--- config.mk ---
export PLATFORM = sky130hd
export DESIGN_NAME = rca_repair_ctrl
export DESIGN_NICKNAME = d
export VERILOG_FILES = /design/src/rtl/rca_ctrl_pkg.sv /design/src/rtl/fa_golden.sv /design/src/rtl/rca_repair_ctrl.sv
export SDC_FILE = /design/constraint.sdc
export NUM_CORES = 1
export LEC_CHECK = 0
export BUFFER_PORTS_ARGS = -buffer_cell sky130_fd_sc_hd__buf_2
export CORE_MARGIN = 2
export CORE_UTILIZATION = 40
export CTS_CLUSTER_DIAMETER = 120
export DETAILED_ROUTE_END_ITERATION = 16
export HOLD_SLACK_MARGIN = 0.02
export PLACE_DENSITY = 0.68
export SLEW_MARGIN = 25
export SYNTH_ARGS = -nofsm -noshare
export SYNTH_HDL_FRONTEND = slang
export SYNTH_SLANG_ARGS = --single-unit
export TNS_END_PERCENT = 100
--- constraint.sdc ---
create_clock -name clk -period 2.6 [get_ports clk]
set_input_delay 0.26 -clock clk [delete_from_list [all_inputs] [get_ports clk]]
set_output_delay 0.26 -clock clk [all_outputs]
set_load 0.1 [all_outputs]
--- src/rtl/rca_ctrl_pkg.sv ---
// Purpose : shared types and constants for the ripple-carry-adder self-test/repair controller.
// Contents: FSM state enum, exhaustive vector count, APPLY settle length.
// Users   : rca_repair_ctrl (top).
package rca_ctrl_pkg;

  typedef enum logic [1:0] {
    ST_IDLE  = 2'd0,
    ST_APPLY = 2'd1,
    ST_CHECK = 2'd2,
    ST_DONE  = 2'd3
  } rca_state_e;

  // Exhaustive test of a full adder: every {a,b,cin} combination.
  localparam int NUM_VECTORS   = 8;
  // Cycles a vector is held on the slice before its outputs are sampled.
  localparam int SETTLE_CYCLES = 1;

endpackage

--- src/rtl/fa_golden.sv ---
// Purpose : reference full adder producing the expected slice response.
// Ports   : a, b, cin in; sum, cout out.
// Latency : combinational.
module fa_golden (
  input  logic a,
  input  logic b,
  input  logic cin,
  output logic sum,
  output logic cout
);

  assign sum  = a ^ b ^ cin;
  assign cout = (a & b) | (a & cin) | (b & cin);

endmodule

--- src/rtl/rca_repair_ctrl.sv ---
// Purpose : self-tests WIDTH full-adder slices plus one spare, then steers bits around
//           the first faulty slice via sel (sel[j]=1 routes bit j through slice j+1).
// Ports   : clk/rst_n; start request; test_* vector bus to/from the slice under test;
//           sel repair mux selects; busy/done/fault_found/fault_idx/unrepairable status.
// Option  : RCA_CTRL_PERIODIC_EN adds an idle counter that self-starts a test after
//           PERIOD consecutive idle cycles.
module rca_repair_ctrl #(
  parameter int WIDTH  = 8,
  parameter int PERIOD = 1024
) (
  input  logic                         clk,
  input  logic                         rst_n,
  input  logic                         start,
  output logic                         test_mode,
  output logic [$clog2(WIDTH+1)-1:0]   test_sel,
  output logic                         test_a,
  output logic                         test_b,
  output logic                         test_cin,
  input  logic                         test_sum,
  input  logic                         test_cout,
  output logic [WIDTH-1:0]             sel,
  output logic                         busy,
  output logic                         done,
  output logic                         fault_found,
  output logic [$clog2(WIDTH+1)-1:0]   fault_idx,
  output logic                         unrepairable
);

  import rca_ctrl_pkg::*;

  localparam int IDXW = $clog2(WIDTH + 1);

  rca_state_e        state_q, state_d;
  logic [IDXW-1:0]   slice_q, slice_d;
  logic [2:0]        vec_q, vec_d;
  logic [3:0]        settle_q, settle_d;
  logic              test_mode_q, test_mode_d;
  logic              busy_q, busy_d;
  logic              done_q, done_d;
  logic [WIDTH-1:0]  sel_q, sel_d;
  logic              fault_found_q, fault_found_d;
  logic [IDXW-1:0]   fault_idx_q, fault_idx_d;
  logic              unrep_q, unrep_d;

  logic              exp_sum, exp_cout;
  logic              mismatch;
  logic              go;
  logic [WIDTH-1:0]  repair_sel;

  // slice_q and vec_q are parked at 0 outside a test, so the vector bus reads 0
  // whenever test_mode is low without extra gating.
  assign test_mode    = test_mode_q;
  assign test_sel     = slice_q;
  assign test_a       = vec_q[2];
  assign test_b       = vec_q[1];
  assign test_cin     = vec_q[0];
  assign sel          = sel_q;
  assign busy         = busy_q;
  assign done         = done_q;
  assign fault_found  = fault_found_q;
  assign fault_idx    = fault_idx_q;
  assign unrepairable = unrep_q;

  fa_golden u_fa_golden (
    .a    (vec_q[2]),
    .b    (vec_q[1]),
    .cin  (vec_q[0]),
    .sum  (exp_sum),
    .cout (exp_cout)
  );

  assign mismatch = (test_sum != exp_sum) || (test_cout != exp_cout);

`ifdef RCA_CTRL_PERIODIC_EN
  localparam int CNTW = $clog2(PERIOD + 1);

  logic [CNTW-1:0] idle_cnt_q, idle_cnt_d;
  logic            auto_start;

  // Counter only runs while idle; any start (external or automatic) rewinds it.
  assign auto_start = (state_q == ST_IDLE) && (idle_cnt_q == CNTW'(PERIOD - 1));
  assign go         = start || auto_start;

  always_comb begin
    idle_cnt_d = idle_cnt_q + 1'b1;
    if (state_q != ST_IDLE || go) idle_cnt_d = '0;
  end

  always_ff @(posedge clk or negedge rst_n) begin
    if (!rst_n) idle_cnt_q <= '0;
    else        idle_cnt_q <= idle_cnt_d;
  end
`else
  localparam int unused_period = PERIOD;

  assign go = start;
`endif

  // Repair map: shift every bit at or above the faulty slice up by one. A fault
  // in the spare (index WIDTH) leaves no j >= fault_idx, so sel stays 0.
  always_comb begin
    for (int j = 0; j < WIDTH; j++) begin
      repair_sel[j] = fault_found_q && !unrep_q && (IDXW'(j) >= fault_idx_q);
    end
  end

  always_comb begin
    state_d       = state_q;
    slice_d       = slice_q;
    vec_d         = vec_q;
    settle_d      = settle_q;
    test_mode_d   = test_mode_q;
    busy_d        = busy_q;
    done_d        = 1'b0;
    sel_d         = sel_q;
    fault_found_d = fault_found_q;
    fault_idx_d   = fault_idx_q;
    unrep_d       = unrep_q;

    case (state_q)
      ST_IDLE: begin
        if (go) begin
          state_d       = ST_APPLY;
          slice_d       = '0;
          vec_d         = '0;
          settle_d      = '0;
          test_mode_d   = 1'b1;
          busy_d        = 1'b1;
          fault_found_d = 1'b0;
          fault_idx_d   = '0;
          unrep_d       = 1'b0;
        end
      end

      ST_APPLY: begin
        if (settle_q == 4'(SETTLE_CYCLES - 1)) begin
          state_d  = ST_CHECK;
          settle_d = '0;
        end else begin
          settle_d = settle_q + 4'd1;
        end
      end

      ST_CHECK: begin
        if (mismatch) begin
          if (!fault_found_q) begin
            fault_found_d = 1'b1;
            fault_idx_d   = slice_q;
          end else begin
            unrep_d = 1'b1;
          end
        end

        // A failing slice is already condemned, so its remaining vectors are skipped.
        if (!mismatch && (vec_q != 3'(NUM_VECTORS - 1))) begin
          vec_d   = vec_q + 3'd1;
          state_d = ST_APPLY;
        end else if (slice_q == IDXW'(WIDTH)) begin
          state_d     = ST_DONE;
          slice_d     = '0;
          vec_d       = '0;
          test_mode_d = 1'b0;
          busy_d      = 1'b0;
        end else begin
          slice_d = slice_q + 1'b1;
          vec_d   = '0;
          state_d = ST_APPLY;
        end
      end

      ST_DONE: begin
        done_d  = 1'b1;
        sel_d   = repair_sel;
        state_d = ST_IDLE;
      end

      default: state_d = ST_IDLE;
    endcase
  end

  always_ff @(posedge clk or negedge rst_n) begin
    if (!rst_n) begin
      state_q       <= ST_IDLE;
      slice_q       <= '0;
      vec_q         <= '0;
      settle_q      <= '0;
      test_mode_q   <= 1'b0;
      busy_q        <= 1'b0;
      done_q        <= 1'b0;
      sel_q         <= '0;
      fault_found_q <= 1'b0;
      fault_idx_q   <= '0;
      unrep_q       <= 1'b0;
    end else begin
      state_q       <= state_d;
      slice_q       <= slice_d;
      vec_q         <= vec_d;
      settle_q      <= settle_d;
      test_mode_q   <= test_mode_d;
      busy_q        <= busy_d;
      done_q        <= done_d;
      sel_q         <= sel_d;
      fault_found_q <= fault_found_d;
      fault_idx_q   <= fault_idx_d;
      unrep_q       <= unrep_d;
    end
  end

endmodule

==> qor.csv <==
stage,metric,value,unit
die,ioPinCount,29,
run_status,outcome,completed,
setup_path,worstReg2RegStart,vec_q[2],
setup_path,r2r-end,test_sel[3],
yosys,post_synth_instance_area,1460,sq um
placement,hpwlAfterDp,2090,um
timing,setup_repair_after_global_routing_missed_its_margin,false,
setup_path,largest_stage_delay_on_the_critical_path,430,ps
yosys,async_flop_share,100,%
global_routing,grt_start_max_net_pins,30,
setup_path,timing.critical_path.cells,inv_1 > fa_1 > xnor2_1 > nor3_2 > nor4_1 > a211o_1,
global_routing,overflow,0,
yosys,ys.flop_type,sky130_fd_sc_hd__dfrtp_1,
timing,timing.setup.tns,0,ps
cts,clock_sinks,29,
final_layout,layout-drive-gt1-share,26.9,%
setup_path,critical_path_class,register to register,
global_routing,initial_antenna_violation_count,0,
final_layout,final_cell_area,1690,sq um
timing,finalCritPeriodShare,77.2,%
setup_path,worst-endpoint-required,2810,ps
setup_path,cp-start-kind,register,
setup_path,cp-endpoint,test_sel[3],
drt,avgViaCountPerCell,5.19,
min_path,hp-class,input port to register,
drt,finalWirelength,2710,um
global_routing,wire_length_of_the_first_global_routing_pass,4710,um
yosys,synth-warning-count,0,
final_layout,n_fill_cell,337,
final_layout,fin_util,49.5,%
setup_path,timing.reg2reg.setup_slack,590,ps
cts,cts.reportedPaths.clkPinSlew,80,ps
yosys,synth_common_cells,"sky130_fd_sc_hd__dfrtp_1, sky130_fd_sc_hd__nand2_1, sky130_fd_sc_hd__inv_1, sky130_fd_sc_hd__a22o_1",
yosys,yosys.area_share.xor_xnor,1.20,%
final_layout,synthToLayoutAreaGrowth,15.5,%
timing,worst_max_slew_margin_expressed_relative_to_the_limit,57.6,%
timing,timing_hold_violations_final,0,
setup_path,cpLargestDelayFamily,simple AND/OR/NAND/NOR gates,
yosys,synth.lib_cells_used.distinct,39,
cts,buffers_from_clock_root_to_sink_at_most,2,
die,fp.dieW,64.5,um
die,die_y,64.5,um
setup_path,worstPathMaxFanout,6,
global_routing,grt_pass1_vias,1097,
yosys,synth.area.top_cells,"sky130_fd_sc_hd__dfrtp_1, sky130_fd_sc_hd__a22o_1, sky130_fd_sc_hd__ha_1",
cts,cts_root_buffer,sky130_fd_sc_hd__clkbuf_4,
yosys,leading_area_contributor_after_synthesis,sky130_fd_sc_hd__dfrtp_1,
drt,drc,0,
yosys,synth-edff-count,0,
final_layout,final_nets,179,
cts,cts_setup_buffers,0,
setup_path,endpoint_kind,register,
die,dieArea,4160,sq um
placement,io_buffer_count,28,
yosys,synth_sequential_area_ratio,49.6,%
placement,placed_cells_incl_taps,205,
yosys,post_synth_and_or_nand_nor_area_fraction,16.8,%
drt,post_dr_wirelength_cell,12.7,um
drt,detail_route.iter0.violations,48,
drt,detailroute.via_count,1105,
drt,ant_nets,0,
cts,cts-buffers-inserted,5,
global_routing,globalRouteTotalUtil,14.7,%
placement,routabilityCongestion,0.854,
die,starting_density_of_the_core,42.9,%
timing,layout_min_cycle_time,2010,ps
setup_path,crit_path_top_delay_cell,sky130_fd_sc_hd__fa_1,
cts,clkLatencyLatePin,320,ps
yosys,synth_most_common_cell,sky130_fd_sc_hd__dfrtp_1,
run,maxCapViolCount,0,
final_layout,post_layout_nonfiller_instances,213,
timing,maxClockFrequency,498,MHz
timing,worstMarginPinSlew,636,ps
drt,drtPass1Iterations,4,
yosys,synth_top_family_by_area,compound AO/OA/AOI/OAI gates,
yosys,syn-num-nets,147,
yosys,synth_compound_gate_area_share,20.0,%
cts,clock_tree.htree_level_count,2,
timing,finalSetupViolCount,0,
final_layout,antenna-diode-count,0,
placement,postPlaceCellArea,1630,sq um
yosys,synthesis.area_per_instance,10.8,sq um
die,num_rows,21,
timing,skew,7.50,ps
timing,final-max-slew-violation-count,0,
yosys,synth_fa_ha_area_share,6.50,%
die,floorplan.core_area,3420,sq um
setup_path,worstPathBufferInverterCount,1,
setup_path,startpoint,vec_q[2],
yosys,synth_top_cell_area_share,49.6,%
yosys,syn_inst,135,
yosys,post_synth_mux_area_share,0,%
cts,clock_tree_from_tritoncts,built,
setup_path,timing.critical_path.arrival,2220,ps
setup_path,worstRegToRegCells,6,
setup_path,worst-path-stages,6,
yosys,yosys_register_bits,29,
[tightest hold or removal path, stage by stage]
cell                       delay [ps]
sky130_fd_sc_hd__buf_2            100
sky130_fd_sc_hd__o21bai_1         130
sky130_fd_sc_hd__nand2_1           90
sky130_fd_sc_hd__o21ai_0           80
[flip-flops by register name (all words and copies together) (netlist names)]
name and flops:
busy 1, unrepairable 1, settle_q 4, test_sel 4, sel 8, state_q 2, fault_found 1, vec_q 3
done 1, fault_idx 4
[how the worst min path moves through the flow]
| stage | startpoint | to | slack (ps) | cells past startpoint |
|---|---|---|---|---|
| final | start | settle_q[0] | 390 | 4 |
| after global routing | start | settle_q[0] | 430 | 4 |
| after CTS | start | settle_q[0] | 380 | 4 |
| after detailed placement | rst_n | sel[3] | 320 | 1 |
| after global placement | rst_n | done | 320 | 1 |
| after floorplan | rst_n | busy | -40 | 0 |
[per-layer routing]
metal	track usage, %	wire, um	vias up
li1	-	-	537
met1	16.9	1200	530
met2	25.5	1300	31
met3	4.17	160	7
met4	6.65	46	0
met5	0	0	-
[what timing repair did]
item,CTS,global route
endpoints found under the hold margin,29,0
endpoints found under the setup margin,0,0
gates resized for setup,0,0
hold buffers,1,0
[area by class of cell]
cell class              count  area (sq um)  share of cell area (%)
multi-input cells          89           652                    38.6
inverters                  13          48.8                    2.89
clock buffers               7          55.1                    3.26
repair buffers             29           150                    8.88
well taps                  46          57.6                    3.40
flip-flops and latches     29           727                    43.0
[cell families (layout without fill, tap and decap cells)]
group | after synthesis | after routing
adders and majority gates | 7 | 7
DFF | 29 | 29
AOI/OAI and AO/OA | 36 | 36
xor gates and xnor gates | 2 | 2
and+or+nand+nor | 44 | 44
buffers and inverters | 17 | 49
[cells in the final DEF, fill, tap and decap left out, types with 2 or more instances in the layout]
| master | synthesis | routed |
|---|---|---|
| sky130_fd_sc_hd__a211o_1 | 2 | 2 |
| sky130_fd_sc_hd__a21o_1 | 3 | 3 |
| sky130_fd_sc_hd__a21oi_1 | 2 | 2 |
| sky130_fd_sc_hd__a22o_1 | 9 | 9 |
| sky130_fd_sc_hd__a32o_1 | 2 | 2 |
| sky130_fd_sc_hd__and2b_1 | 2 | 2 |
| sky130_fd_sc_hd__buf_2 | 0 | 28 |
| sky130_fd_sc_hd__clkbuf_4 | 0 | 5 |
| sky130_fd_sc_hd__dfrtp_1 | 29 | 28 |
| sky130_fd_sc_hd__ha_1 | 6 | 6 |
| sky130_fd_sc_hd__inv_1 | 13 | 13 |
| sky130_fd_sc_hd__nand2_1 | 17 | 17 |
| sky130_fd_sc_hd__nand2b_1 | 2 | 2 |
| sky130_fd_sc_hd__nand3_1 | 3 | 3 |
| sky130_fd_sc_hd__nor2_1 | 7 | 7 |
| sky130_fd_sc_hd__nor3_1 | 2 | 2 |
| sky130_fd_sc_hd__o21ai_0 | 7 | 7 |
| sky130_fd_sc_hd__o22ai_1 | 2 | 2 |
| sky130_fd_sc_hd__o31ai_1 | 2 | 2 |
| sky130_fd_sc_hd__xnor2_1 | 2 | 2 |
[per-stage QoR]
stage | setup WS (ps) | hold WS, ps
floorplan | 22.7 | -35.6
global route | 472 | 433
global placement | 638 | 317
CTS | 579 | 376
detailed placement | 590 | 324
finish | 593 | 387
Power is not shown: default switching activity piles up to over one toggle a cycle in this logic, so the estimate is an artifact.
